**src/rtl/sysid_ext.sv**
```systemverilog
// sysid_ext -- system-identification slave on the Avalon-MM control bus.
//
// Returns a fixed system ID, build timestamp, capability word and a checksum
// over those three identity words (computed once after reset by a small FSM).
// Also provides read/write scratch words and, optionally, a free-running
// 64-bit uptime counter with a coherent high-half shadow.
//
// Build option: define SYSID_UPTIME_EN to include the uptime counter, its
// shadow register and the CONTROL clear. Without it, words 4, 5 and 7 read 0
// and CAPS[8] is 0.
//
// Ports:
//   clock          in   system clock, rising edge
//   reset          in   asynchronous, active-high reset
//   address        in   word address (ADDR_W bits)
//   read           in   read request
//   write          in   write request
//   writedata      in   32-bit write data
//   readdata       out  registered read data
//   readdatavalid  out  one-cycle pulse qualifying readdata
//   waitrequest    out  stall (only for CHECKSUM reads before the FSM is done)
module sysid_ext #(
    parameter logic [31:0] SYSTEM_ID     = 32'd12345678,
    parameter logic [31:0] TIMESTAMP     = 32'd1432136928,
    parameter int          SCRATCH_WORDS = 2,
    parameter int          ADDR_W        = 4,
    parameter logic [15:0] VERSION       = 16'h0002
) (
    input  logic              clock,
    input  logic              reset,
    input  logic [ADDR_W-1:0] address,
    input  logic              read,
    input  logic              write,
    input  logic [31:0]       writedata,
    output logic [31:0]       readdata,
    output logic              readdatavalid,
    output logic              waitrequest
);

`ifdef SYSID_UPTIME_EN
    localparam logic UPTIME_PRESENT = 1'b1;
`else
    localparam logic UPTIME_PRESENT = 1'b0;
`endif

    localparam logic [31:0] CAPS_WORD =
        {VERSION, 7'd0, UPTIME_PRESENT, 8'(SCRATCH_WORDS)};

    typedef enum logic [1:0] {
        CALC_ID,
        CALC_TS,
        CALC_CAPS,
        DONE
    } cks_state_t;

    cks_state_t  state_q;
    logic [31:0] cks_q;
    logic        cks_done_q;
    logic [31:0] scratch_q [SCRATCH_WORDS];
    logic [31:0] readdata_q;
    logic        rdv_q;
    logic [31:0] rdata_d;
    logic        rd_acc;

    function automatic logic [31:0] rotl1(input logic [31:0] v);
        return {v[30:0], v[31]};
    endfunction

    // Only a CHECKSUM read can stall, and only until the FSM has finished.
    assign waitrequest = read && (address == ADDR_W'(6)) && (state_q != DONE);
    assign rd_acc      = read && !waitrequest;

    // Checksum FSM: rotate-left-by-one then XOR, one identity word per cycle.
    always_ff @(posedge clock or posedge reset) begin
        if (reset) begin
            state_q    <= CALC_ID;
            cks_q      <= '0;
            cks_done_q <= 1'b0;
        end else begin
            case (state_q)
                CALC_ID: begin
                    cks_q   <= rotl1(cks_q) ^ SYSTEM_ID;
                    state_q <= CALC_TS;
                end
                CALC_TS: begin
                    cks_q   <= rotl1(cks_q) ^ TIMESTAMP;
                    state_q <= CALC_CAPS;
                end
                CALC_CAPS: begin
                    cks_q      <= rotl1(cks_q) ^ CAPS_WORD;
                    cks_done_q <= 1'b1;
                    state_q    <= DONE;
                end
                default: begin
                    state_q <= DONE;
                end
            endcase
        end
    end

`ifdef SYSID_UPTIME_EN
    logic [63:0] uptime_q;
    logic [31:0] shadow_q;
    logic        clear_d;
    logic        lo_rd_d;

    assign clear_d = write && (address == ADDR_W'(7)) && writedata[0];
    assign lo_rd_d = rd_acc && (address == ADDR_W'(4));

    // The shadow grabs the high half of the same pre-increment value the
    // LO read returns; a same-cycle clear wins over the capture.
    always_ff @(posedge clock or posedge reset) begin
        if (reset) begin
            uptime_q <= '0;
            shadow_q <= '0;
        end else begin
            uptime_q <= clear_d ? 64'd0 : uptime_q + 64'd1;
            if (clear_d)
                shadow_q <= '0;
            else if (lo_rd_d)
                shadow_q <= uptime_q[63:32];
        end
    end
`endif

    always_ff @(posedge clock or posedge reset) begin
        if (reset) begin
            for (int i = 0; i < SCRATCH_WORDS; i++)
                scratch_q[i] <= '0;
        end else begin
            for (int i = 0; i < SCRATCH_WORDS; i++)
                if (write && (address == ADDR_W'(8 + i)))
                    scratch_q[i] <= writedata;
        end
    end

    always_comb begin
        rdata_d = '0;
        case (address)
            ADDR_W'(0): rdata_d = SYSTEM_ID;
            ADDR_W'(1): rdata_d = TIMESTAMP;
            ADDR_W'(2): rdata_d = CAPS_WORD;
            ADDR_W'(3): rdata_d = {31'd0, cks_done_q};
`ifdef SYSID_UPTIME_EN
            ADDR_W'(4): rdata_d = uptime_q[31:0];
            ADDR_W'(5): rdata_d = shadow_q;
`endif
            ADDR_W'(6): rdata_d = cks_q;
            default:    rdata_d = '0;
        endcase
        for (int i = 0; i < SCRATCH_WORDS; i++)
            if (address == ADDR_W'(8 + i))
                rdata_d = scratch_q[i];
    end

    // Read data is captured from pre-edge state, so a simultaneous write
    // to the same word returns the old value.
    always_ff @(posedge clock or posedge reset) begin
        if (reset) begin
            readdata_q <= '0;
            rdv_q      <= 1'b0;
        end else begin
            rdv_q <= rd_acc;
            if (rd_acc)
                readdata_q <= rdata_d;
        end
    end

    assign readdata      = readdata_q;
    assign readdatavalid = rdv_q;

endmodule
```
**config.mk**
```make
export PLATFORM = sky130hd
export DESIGN_NAME = sysid_ext
export DESIGN_NICKNAME = d
export VERILOG_FILES = /design/src/rtl/sysid_ext.sv
export SDC_FILE = /design/constraint.sdc
export NUM_CORES = 1
export LEC_CHECK = 0
export CORE_MARGIN = 2
export CORE_UTILIZATION = 50
export DETAILED_ROUTE_END_ITERATION = 10
export PLACE_DENSITY = 0.83
export REMOVE_ABC_BUFFERS = 1
export SLEW_MARGIN = 20
export SYNTH_ARGS = -nofsm -noshare
export SYNTH_HDL_FRONTEND = slang
export SYNTH_SLANG_ARGS = --single-unit
export TNS_END_PERCENT = 10
```
**constraint.sdc**
```tcl
create_clock -name clock -period 7.7 [get_ports clock]
set_input_delay 1.155 -clock clock [delete_from_list [all_inputs] [get_ports clock]]
set_output_delay 1.155 -clock clock [all_outputs]
set_load 0.005 [all_outputs]
```
==> summary.txt <==
Global routing
  • Grt total ovfl: 0
  • Antenna violations before repair: 0
  • First-pass GRT wire length: 22200 um
  • GRT Util Overall: 21.9%
  • Vias in the first global route: 4371
  • Largest net degree at the start of global routing: 71

Die
  • Core box area: 11600 sq um
  • Initial Utilization: 51.7%
  • Die X: 113 um
  • Ports: 74
  • Row count: 39
  • Die H: 113 um
  • Die area: 12900 sq um

Critical path
  • Critical Path Source Type: input pin
  • Worst-path maximum fanout: 41
  • Crit path kind: in -> out
  • Crit end category: output port
  • Worst EP required: 6.55 ns
  • Worst EP arrival: 3.52 ns

STA
  • RSZ-0062 raised after global routing: no
  • Slew Limit Fails: 0
  • Setup Viol. Count Final: 0
  • Final min period: 4.67 ns
  • Final Cycle Share: 60.7%
  • Slew @ Worst Pin: 0.885 ns
  • Slew headroom: 41.0%
  • Setup TNS: 0 ns
  • Max Clock Skew: 0.00923 ns
  • Fmax: 214 MHz
  • Final hold vios: 0

Clocking
  • Total CTS buffers: 17
  • Longest Clk Path Bufs: 2
  • Clock-pin slew on the worst setup and hold paths: 0.06 ns
  • CTS root buf: clkbuf_16
  • Clk_lat worst skew: 0.41 ns
  • Postcts setup bufs: 0
  • # hold bufs at CTS: 0
  • H-tree lvl count: 4
  • Clk sink count: 132
  • Post-CTS sizing: 0
  • CTS tree: built

Final layout
  • Inserted Diodes: 0
  • P&R area growth vs syn: 23.3%
  • Nets: 625
  • Final core utilization: 63.8%
  • Share of cells above drive strength 1: 21.2%
  • Final instance area: 7370 sq um
  • Commonest non-fill, non-tap cell in the layout: dfrtp_1
  • Commonest non-fill, non-tap cells in the layout: 132 x dfrtp_1, 84 x mux2_2, 73 x clkdlybuf4s50_1, 49 x nand2_1, 47 x o21ai_0

Drt
  • DR WL/cell: 18.3 um
  • TritonRoute pass-1 iters: 4
  • ANT nets after route: 0
  • Vias per cell: 5.72
  • First DRT Iteration DRCs: 419
  • Final WL: 13500 um
  • Remaining DRCs: 0
  • Vias: 4213

Synthesis
  • Ys Warns: 0
  • Post-synthesis mux area share: 17.0%
  • Cell variety after synth: 37
  • Synth Register Bits: 132
  • Mapped Cells: 522
  • Mapped cell area: 5980 sq um
  • Sequential share of the synthesized area: 55.2%
  • Post-Synth Simple-Gate Area: 9.56%
  • Mean post-synth cell area: 11.5 sq um
  • Combinational family with the most area after synthesis: multiplexers
  • Compound-Gate Fraction of Synth Area: 13.2%
  • Synth Area in XOR/XNOR: 0%
  • Post-synthesis adder-cell area fraction: 1.05%

Place
  • Placer congestion estimate: 0.789
  • Placed instance area: 6730 sq um
  • Port bufs: 73
  • DP HPWL: 8360 um

Run
  • Maxcap violations: 0

Outcome
  • Status: completed

Power
  • LEAKAGE: 0.00317 uW
  • VDD IR max: 0.165 mV
  • Power Dens Cells: 257 nW/um^2

Hold path
  • Hold crit path type: reg -> reg
==> metrics by stage <==
| stage | std cells | hold WS (ns) | worst slack, ns | total power, uW |
|---|---|---|---|---|
| finish | 736 | 0.474 | 3.03 | 1900 |
| detailed placement | 704 | 0.469 | 3.09 | 1050 |
| global placement | 704 | 0.459 | 3.09 | 1030 |
| global route | 736 | 0.502 | 2.89 | 1970 |
| CTS | 736 | 0.482 | 3.08 | 1910 |
| floorplan | 483 | 0.437 | 3.02 | 954 |
==> cells by family after synthesis <==
group | after synthesis
and+or+nand+nor | 120
buffers and inverters | 46
adders and majority gates | 5
DFF | 132
AOI/OAI and AO/OA | 128
muxes | 91
==> metal layers <==
metal / track usage, % / vias up / share of wire, %
met1: 30.2 / 2127 / 46
met5: 0 / - / 0
met2: 34.2 / 106 / 49
met4: 7.15 / 0 / 0.70
met3: 5.84 / 8 / 4.1
li1: - / 1972 / -
==> cells in the mapped netlist <==
library cell,instances,area (sq um)
o31ai_1,8,60.1
inv_1,7,26.3
buf_6,5,56.3
o21ai_0,47,235
o21ai_1,1,5.00
clkbuf_1,16,60.1
nand3_1,1,5.00
a22oi_1,6,45.0
nor2_1,38,143
nor4bb_1,1,10.0
a221oi_1,1,8.76
or2_2,1,6.26
nand2b_1,12,75.1
ha_1,5,62.6
o22ai_1,6,37.5
buf_1,2,7.51
a21oi_1,32,160
and3b_1,1,8.76
nor2b_1,1,6.26
dfrtp_1,132,3300
and3_1,3,18.8
nor3b_1,7,52.6
nand4_2,1,12.5
buf_4,3,22.5
clkbuf_2,1,5.00
a2bb2oi_1,15,131
o2bb2ai_1,10,87.6
and4bb_1,1,12.5
buf_2,12,60.1
a21bo_1,1,10.0
mux2_2,84,946
mux2i_1,7,70.1
nand3b_1,2,15.0
nor3_4,1,16.3
nand2_1,49,184
o32ai_1,1,8.76
or2_1,1,6.26
==> state kept, by name, indices dropped and copies added, names as in the netlist <==
register       count
scratch_q         64
cks_q             32
readdata          32
state_q            2
readdatavalid      1
cks_done_q         1
==> worst paths after layout <==
check | end | slack, ns | cells past startpoint | start
hold / removal | readdata[11] | 0.47 | 2 | readdata[11]
hold reg to reg | readdata[11] | 0.47 | 2 | readdata[11]
max in group asynchronous | cks_q[12] | 5.07 | 3 | reset
setup reg to reg | cks_q[23] | 5.76 | 5 | state_q[0]
setup / recovery | waitrequest | 3.03 | 5 | address[0]
min in group asynchronous | readdatavalid | 1.28 | 2 | reset
==> critical path, cell delays in order <==
cell,delay [ns]
clkdlybuf4s50_1,0.40
buf_4,0.27
and4bb_1,0.87
and3_1,0.26
clkdlybuf4s50_1,0.50
==> power breakdown <==
group	total, uW	switching (uW)	leakage (uW)	internal [uW]
logic	208	85.5	0.00126	122
registers	834	48.8	0.00161	785
clock network	856	297	0.000299	559
==> layout make-up <==
| class | count | area [sq um] |
|---|---|---|
| fill | 841 | 4190 |
| sequential | 132 | 3300 |
| multi-input combinational | 344 | 2460 |
| timing repair buffer | 78 | 768 |
| clock buffer | 20 | 457 |
| tap | 143 | 179 |
| clock inverter | 12 | 178 |
| inverter | 7 | 28.8 |
Note: power is estimated with default switching activity, not from simulation.
